==> src/rtl/xain_pkg.sv <==
// Shared types and constants for the SDRAM channel-3 arbiter.
package xain_pkg;

  typedef enum logic [1:0] {IDLE, ISSUE, WAIT, DONE} sdr_ch3_state_t;
  typedef enum logic [1:0] {CH3_ROM, CH3_BG2, CH3_MAP} sdr_ch3_id_t;

  localparam logic [15:0] SDR_CH3_TIMEOUT_FILL = 16'hFFFF;

endpackage

==> src/rtl/sdr_ch3_arbiter.sv <==
// SDRAM ch3 sequencer: ROM download writes win outright, BG2/MAP reads are round-robin; one transaction at a time.
// ch3_req one cycle after the grant, rdy one cycle after ch3_ready; SDR_CH3_TIMEOUT_EN adds a WAIT watchdog and err.
module sdr_ch3_arbiter
  import xain_pkg::*;
#(
  parameter int AW      = 25,
  parameter int TIMEOUT = 255
) (
  input  logic          CLK,
  input  logic          RSTn,
  input  logic          download,
  input  logic [AW-1:0] rom_addr,
  input  logic [15:0]   rom_din,
  input  logic [1:0]    rom_be,
  input  logic          rom_req,
  output logic          rom_rdy,
  input  logic [AW-1:0] bg2_addr,
  input  logic          bg2_req,
  output logic [15:0]   bg2_dout,
  output logic          bg2_rdy,
  input  logic [AW-1:0] map_addr,
  input  logic          map_req,
  output logic [15:0]   map_dout,
  output logic          map_rdy,
  input  logic [1:0]    dbg_mask,
  output logic [AW-2:0] ch3_addr,
  output logic [15:0]   ch3_din,
  output logic [1:0]    ch3_be,
  output logic          ch3_rnw,
  output logic          ch3_req,
  input  logic [15:0]   ch3_dout,
  input  logic          ch3_ready,
  output logic          busy,
  output logic          err
);

  sdr_ch3_state_t state_q, state_d;
  sdr_ch3_id_t    id_q, id_d;
  logic           ptr_map_q, ptr_map_d;
  logic [AW-2:0]  addr_q, addr_d;
  logic [15:0]    din_q, din_d;
  logic [1:0]     be_q, be_d;
  logic           rnw_q, rnw_d;
  logic [15:0]    bg2_dout_q, bg2_dout_d;
  logic [15:0]    map_dout_q, map_dout_d;
  logic [15:0]    rdata;
  logic           rom_elig, bg2_elig, map_elig, pick_map;
  logic           timeout_hit;
  logic           unused_lsb;

  assign rom_elig = download & rom_req;
  assign bg2_elig = ~download & bg2_req & ~dbg_mask[0];
  assign map_elig = ~download & map_req & ~dbg_mask[1];
  // MAP wins when it is the only eligible read or the pointer favours it.
  assign pick_map = map_elig & (~bg2_elig | ptr_map_q);

  always_comb begin
    state_d    = state_q;
    id_d       = id_q;
    ptr_map_d  = ptr_map_q;
    addr_d     = addr_q;
    din_d      = din_q;
    be_d       = be_q;
    rnw_d      = rnw_q;
    bg2_dout_d = bg2_dout_q;
    map_dout_d = map_dout_q;
    rdata      = ch3_ready ? ch3_dout : SDR_CH3_TIMEOUT_FILL;
    case (state_q)
      IDLE: begin
        if (rom_elig) begin
          id_d    = CH3_ROM;
          addr_d  = rom_addr[AW-1:1];
          din_d   = rom_din;
          be_d    = rom_be;
          rnw_d   = 1'b0;
          state_d = ISSUE;
        end else if (bg2_elig | map_elig) begin
          id_d      = pick_map ? CH3_MAP : CH3_BG2;
          addr_d    = pick_map ? map_addr[AW-1:1] : bg2_addr[AW-1:1];
          din_d     = '0;
          be_d      = 2'b11;
          rnw_d     = 1'b1;
          ptr_map_d = ~pick_map;
          state_d   = ISSUE;
        end
      end
      ISSUE: state_d = WAIT;
      WAIT: begin
        if (ch3_ready | timeout_hit) begin
          if (rnw_q && id_q == CH3_BG2) bg2_dout_d = rdata;
          if (rnw_q && id_q == CH3_MAP) map_dout_d = rdata;
          state_d = DONE;
        end
      end
      DONE:    state_d = IDLE;
      default: state_d = IDLE;
    endcase
  end

  always_ff @(posedge CLK) begin
    if (!RSTn) begin
      state_q    <= IDLE;
      id_q       <= CH3_BG2;
      ptr_map_q  <= 1'b0;
      addr_q     <= '0;
      din_q      <= '0;
      be_q       <= '0;
      rnw_q      <= 1'b1;
      bg2_dout_q <= '0;
      map_dout_q <= '0;
    end else begin
      state_q    <= state_d;
      id_q       <= id_d;
      ptr_map_q  <= ptr_map_d;
      addr_q     <= addr_d;
      din_q      <= din_d;
      be_q       <= be_d;
      rnw_q      <= rnw_d;
      bg2_dout_q <= bg2_dout_d;
      map_dout_q <= map_dout_d;
    end
  end

`ifdef SDR_CH3_TIMEOUT_EN
  localparam int CW = $clog2(TIMEOUT + 1);
  logic [CW-1:0] cnt_q;
  logic          err_q;

  // cnt_q is zero on the first WAIT cycle, so the watchdog fires after exactly TIMEOUT cycles.
  assign timeout_hit = (state_q == WAIT) && (cnt_q == CW'(TIMEOUT - 1));

  always_ff @(posedge CLK) begin
    if (!RSTn) begin
      cnt_q <= '0;
      err_q <= 1'b0;
    end else begin
      cnt_q <= (state_q == WAIT) ? cnt_q + 1'b1 : '0;
      if (timeout_hit && !ch3_ready) err_q <= 1'b1;
    end
  end

  assign err        = err_q;
  assign unused_lsb = ^{rom_addr[0], bg2_addr[0], map_addr[0]};
`else
  assign timeout_hit = 1'b0;
  assign err         = 1'b0;
  assign unused_lsb  = ^{rom_addr[0], bg2_addr[0], map_addr[0], TIMEOUT};
`endif

  assign ch3_addr = addr_q;
  assign ch3_din  = din_q;
  assign ch3_be   = be_q;
  assign ch3_rnw  = rnw_q;
  assign ch3_req  = (state_q == ISSUE);
  assign busy     = (state_q != IDLE);
  assign rom_rdy  = (state_q == DONE) && (id_q == CH3_ROM);
  assign bg2_rdy  = (state_q == DONE) && (id_q == CH3_BG2);
  assign map_rdy  = (state_q == DONE) && (id_q == CH3_MAP);
  assign bg2_dout = bg2_dout_q;
  assign map_dout = map_dout_q;

endmodule

==> config.mk <==
export PLATFORM = sky130hd
export DESIGN_NAME = sdr_ch3_arbiter
export DESIGN_NICKNAME = d
export VERILOG_FILES = /design/src/rtl/xain_pkg.sv /design/src/rtl/sdr_ch3_arbiter.sv
export SDC_FILE = /design/constraint.sdc
export NUM_CORES = 1
export LEC_CHECK = 0
export ABC_AREA = 1
export CAP_MARGIN = 25
export CORE_MARGIN = 2
export CORE_UTILIZATION = 41
export CTS_CLUSTER_SIZE = 28
export DETAILED_ROUTE_END_ITERATION = 10
export GPL_ROUTABILITY_DRIVEN = 0
export HOLD_SLACK_MARGIN = 0.1
export PLACE_DENSITY = 0.82
export RECOVER_POWER = 25
export SYNTH_ARGS = -nofsm -noshare
export SYNTH_HDL_FRONTEND = slang
export SYNTH_SLANG_ARGS = --single-unit
==> constraint.sdc <==
create_clock -name CLK -period 1.92 [get_ports CLK]
set_clock_uncertainty 0.05 [all_clocks]
set_input_delay 0.288 -clock CLK [delete_from_list [all_inputs] [get_ports CLK]]
set_output_delay 0.288 -clock CLK [all_outputs]
set_load 0.005 [all_outputs]
==> flow_summary.toml, run 1 <==
[status]
status = "finished clean"

[clocking]
clk-insertion-delay-late_ns = 0.33
htree_levels = 3
cts_buffers = 9
cts_tree = "done"
root_buffer = "clkbuf_8"
cts.sinks = 80
clkTransAtPathRegs_ns = 0.08
cts_setup_buffers = 0
clockBufferDepth = 2

[worst_hold_path]
hold_path_class = "in2reg"

[synth]
synth-adder-area-share_pct = 1.257
ys_types = 26
synth_top_cell_by_area = "dfxtp_1"
synth-edff-count = 0
async_flop_share_pct = 0
ys_seq_area_share_pct = 40.21
synth_xor_area_share_pct = 0
syn_inst = 614
synthFlopType = "dfxtp_1"
ys_seq_elements = 80
yosysWarningCount = 0
synth_compound_area_share_pct = 10.12
synth_top_family_by_area = "simple AND/OR/NAND/NOR gates"
synthTopCellsByArea = "dfxtp_1 (40%), nor2_1 (11%), inv_1 (10%)"
synth_mux_area_share_pct = 0
synth_nets = 736
synth_top_area_share_pct = 40.21
syn-cell-area_sq_um = 3983
avgSynthCellArea_sq_um = 6.486
yosys.area_share.simple_pct = 32.55

[routing]
drcViolationCount = 0
drtAntennaViolNets = 0
vias = 4423
totalWireLength_um = 12470
drt_iter0_drc = 116
first_pass_iters = 4
routedWlPerCell_um = 13.35
via_per_inst = 4.736

[timing]
max_slew_margin_pct = 65.90
clock.fmax_mhz = 574.0
setup_violations = 0
fin_worst_hold_slack_ns = 0.2431
slew_violations = 0
fin_crit_sh_pct = 90.74
fin_crit_ns = 1.742
fin_tns_setup_ns = 0
tightestPinTransition_ns = 0.5110
hold_viol = 0
grt_setup_unrepaired = "false"

[global_routing]
first_global_vias = 4342
grt_antenna_before_repair = 0
grt_max_degree = 30
grtUsageTotal_pct = 23.87
gr-total-overflow = 0
grt_pass1_wl_um = 20150

[layout]
nFillCells = 812
regArea_sq_um = 1603
diodes = 0
drive_gt1_share_pct = 5.714
area_growth_pct = 56.93
multiInputGateArea_sq_um = 1750
finalNetCount = 922

[setup_path]
cpPeakStageDelay_ns = 0.52
crit_chain = "inv_1 -> ha_1 -> clkdlybuf4s50_1"
critPathCaptureType = "output pin"
critical_path_buf_inv_count = 2
crit_path_max_fanout = 4
crit_arrival_ns = 1.40
criticalPathCategory = "reg2out"
cp-start-kind = "flip-flop"
crit_slowest_cell = "clkdlybuf4s50_1"
cp_top_family = "buffers and inverters"
worst_ep_required_time_ns = 1.58

[die]
row_count = 35
die_w_um = 102.6
die_area_sq_um = 10520
io_pins = 199
initial_core_util_pct = 42.70
die_h_um = 102.6
core-area_sq_um = 9328

[power]
power_uw = 5375
p_per_area_nw_per_um2 = 860.0
leakage_uw = 0.003085
ir_drop_mv = 0.5313

[run]
drv_cap = 0

[place]
place_hpwl_um = 9386
portBuffers = 194
[cell usage in the layout, fill, tap and decap left out, types with 3 or more instances in the layout]
| cell type | count |
|---|---|
| a21oi_1 | 44 |
| buf_12 | 3 |
| buf_4 | 11 |
| clkbuf_8 | 10 |
| clkdlybuf4s50_1 | 163 |
| dfxtp_1 | 79 |
| dlygate4sd2_1 | 3 |
| dlygate4sd3_1 | 26 |
| ha_1 | 4 |
| inv_1 | 109 |
| inv_2 | 3 |
| nand2_1 | 94 |
| nand2_4 | 3 |
| nand3_1 | 76 |
| nor2_1 | 120 |
| nor2_4 | 3 |
| o21ai_0 | 34 |
[through the flow]
| step | utilization, % | std cells | cell area [sq um] | worst slack [ns] |
|---|---|---|---|---|
| detailed placement | 64.75 | 918 | 6040 | 0.08762 |
| global placement | 64.75 | 918 | 6040 | 0.1116 |
| floorplan | - | 614 | 3983 | 0.4431 |
| global route | 67.00 | 934 | 6250 | 0.08626 |
| CTS | 67.16 | 934 | 6265 | 0.004596 |
| finish | 67.00 | 934 | 6250 | 0.1777 |
[flip-flops by register name, summed over array words and instances (netlist names)]
signal / count
id_q: 2
ch3_rnw: 1
ptr_map_q: 1
ch3_be: 2
ch3_addr: 24
bg2_dout: 16
map_dout: 16
ch3_din: 16
state_q: 2
[power breakdown]
part / internal (uW) / switching, uW / total, uW
Clock: 773 / 627 / 1400
Combinational: 988 / 918 / 1910
Sequential: 1930 / 142 / 2070
[worst paths after layout]
check / start / end / slack [ns] / depth (start not counted)
worst min register to register: ch3_din[1] / ch3_din[1] / 0.41 / 2
worst min-delay path: RSTn / ch3_addr[19] / 0.24 / 3
worst max-delay path: state_q[1] / ch3_req / 0.18 / 3
worst max register to register: state_q[0] / ch3_be[1] / 0.22 / 8
[layer usage]
layer | vias to the layer above | wire length (um) | global-route usage, %
met5 | - | 0 | 0
li1 | 2240 | - | -
met3 | 14 | 1260 | 8.339
met2 | 161 | 6021 | 42.23
met1 | 2008 | 5007 | 26.89
met4 | 0 | 176 | 7.692
[cells in the mapped netlist, types with 4 or more instances]
master	count
buf_6	5
inv_1	109
a21oi_1	44
ha_1	4
nand2_1	93
clkbuf_1	8
dfxtp_1	80
buf_2	13
nand3_1	76
buf_4	6
nor2_1	120
o21ai_0	34
[final cells by class]
cell class | instances | share of cell area, %
inverters | 113 | 6.787
clock buffers | 10 | 2.202
repair buffers | 209 | 33.33
clock inverters | 6 | 1.441
multi-input cells | 387 | 28.01
flip-flops and latches | 80 | 25.65
well taps | 129 | 2.583
[what timing repair did]
item,4_1_cts,5_1_grt
gates resized for setup,4,2
setup endpoints to repair,4,1
hold buffers,0,0
[worst min-delay path, cell delays in order]
cell     delay, ns
buf_2         0.17
nand2_1       0.09
a21oi_1       0.04
[cells by family (layout without fill, tap and decap cells)]
| group | after synthesis | in the layout |
|---|---|---|
| buffers and inverters | 147 | 338 |
| AO/OA/AOI/OAI | 80 | 80 |
| AND/OR/NAND/NOR | 302 | 302 |
| other | 1 | 1 |
| adder cells (fa/ha/maj) | 4 | 4 |
| flip-flops | 80 | 80 |
No activity file was read; power rests on OpenSTA's default activity.
==> run 2, diff against run 1 <==
--- a/config.mk
+++ b/config.mk
@@ -13,7 +13,7 @@
 export DETAILED_ROUTE_END_ITERATION = 10
 export GPL_ROUTABILITY_DRIVEN = 0
 export HOLD_SLACK_MARGIN = 0.1
-export PLACE_DENSITY = 0.82
+export PLACE_DENSITY = 0.78
 export RECOVER_POWER = 25
 export SYNTH_ARGS = -nofsm -noshare
 export SYNTH_HDL_FRONTEND = slang
==> run 2 against run 1 <==
Against the previous run: critical path depth unchanged; die area unchanged; critical path type unchanged; total power decreased by 1.9%; global-route usage fell by 0.39 points; cell area decreased by 0.32%; count of clock-buffer cells in the layout rose by 1; setup slack improved by 0.018 ns; cell count fell by 0.11%; critical endpoint unchanged; clock power is 9% lower; via count fell by 0.61%.
==> flow_summary.toml, run 2 (synthesis gave the netlist of run 1 again) <==
[global_routing]
grt_antenna_before_repair = 0
grt_pass1_wl_um = 19730
first_global_vias = 4334
grtUsageTotal_pct = 23.49
gr-total-overflow = 0
grt_max_degree = 49

[timing]
fin_crit_ns = 1.724
grt_setup_unrepaired = "false"
setup_violations = 0
max_slew_margin_pct = 63.92
clock.fmax_mhz = 580.0
tightestPinTransition_ns = 0.5406
fin_tns_setup_ns = 0
hold_viol = 0
fin_crit_sh_pct = 89.80
slew_violations = 0

[place]
portBuffers = 194
dpl.cell_count = 918
place_hpwl_um = 9396

[routing]
first_pass_iters = 4
drtAntennaViolNets = 0
vias = 4396
drt_iter0_drc = 99
routedWlPerCell_um = 13.48
totalWireLength_um = 12580
drcViolationCount = 0
via_per_inst = 4.712

[layout]
layout_common_cells = "clkdlybuf4s50_1 (162), nor2_1 (120), inv_1 (109)"
layout.cells.non_filler = 933
finalNetCount = 922
diodes = 0
largest_register_ffs = 24
mostFrequentLayoutCell = "clkdlybuf4s50_1"
drive_gt1_share_pct = 5.721
area_growth_pct = 56.42

[die]
die_w_um = 102.6
die_area_sq_um = 10520
io_pins = 199
die_h_um = 102.6
row_count = 35
core-area_sq_um = 9328
initial_core_util_pct = 42.70

[clocking]
htree_levels = 3
cts_tree = "done"
clk-insertion-delay-late_ns = 0.34
clockBufferDepth = 2
clkTransAtPathRegs_ns = 0.08
root_buffer = "clkbuf_8"
cts.sinks = 80
cts_buffers = 9
cts_setup_buffers = 0

[setup_path]
cp-start-kind = "flip-flop"
rrSetupSlack_ns = 0.23
crit_chain = "inv_1 -> ha_1 -> clkdlybuf4s50_1"
crit_slowest_cell = "clkdlybuf4s50_1"
cpPeakStageDelay_ns = 0.51
criticalPathCategory = "reg2out"
crit_path_max_fanout = 4
worst_ep_required_time_ns = 1.58
crit_arrival_ns = 1.39
cp-startpoint = "state_q[1]"
timing.rr.start = "state_q[0]"
critPathCaptureType = "output pin"

[power]
p_per_area_nw_per_um2 = 846.7
ir_drop_mv = 0.5393
leakage_uw = 0.003076

[status]
status = "finished clean"

[worst_hold_path]
hold_path_class = "in2reg"
min_from = "RSTn"

[run]
drv_cap = 0
run 2: routing by layer:
metal / vias up / part of all wire (%) / global-route usage (%)
li1: 2236 / - / -
met1: 1971 / 42 / 26.68
met2: 165 / 46 / 41.23
met3: 24 / 10 / 8.136
met4: 0 / 2.2 / 7.795
met5: - / 0 / 0
run 2: through the flow:
stage | util [%] | hold WS, ns | total power [uW] | worst slack (ns) | instance area [sq um]
final | 66.79 | 0.3772 | 5275 | 0.1959 | 6230
after global routing | 66.79 | 0.3960 | 5618 | 0.06141 | 6230
after CTS | 66.92 | 0.3789 | 5377 | 0.02053 | 6242
after detailed placement | 64.75 | 0.4033 | 4106 | 0.06539 | 6040
after global placement | 64.75 | 0.3969 | 4037 | 0.09300 | 6040
after floorplan | - | 0.3729 | 3048 | 0.4431 | 3983
run 2: repair_timing:
item,4_1_cts,5_1_grt
hold buffers,0,0
endpoints found under the setup margin,4,1
resized for setup,4,2
run 2: worst max-delay path: cells and delay by family (launching register included):
kind / cells / cell delay (ns)
flops: 1 / 0.34
fa+ha+maj: 1 / 0.14
buf+inv: 2 / 0.58
run 2: cell type report:
class,count,area (sq um)
Clock buffer,11,151.4
Clock inverter,4,53.80
Fill cell,828,3098
Inverter,113,424.2
Multi-Input combinational cell,387,1753
Sequential cell,80,1603
Tap cell,129,161.4
Timing Repair Buffer,209,2083
run 2: where the power goes:
group,internal [uW],total (uW),leakage (uW),switching [uW]
registers,1930,2070,0.000654,140
clock network,668,1280,0.0000976,613
logic,997,1930,0.00233,931
total,3590,5270,0.00308,1680
run 2: worst paths after layout:
kind | end | cells past startpoint
setup / recovery | ch3_req | 3
hold / removal | ch3_rnw | 3
setup reg to reg | bg2_dout[4] | 7
hold reg to reg | ch3_din[9] | 2
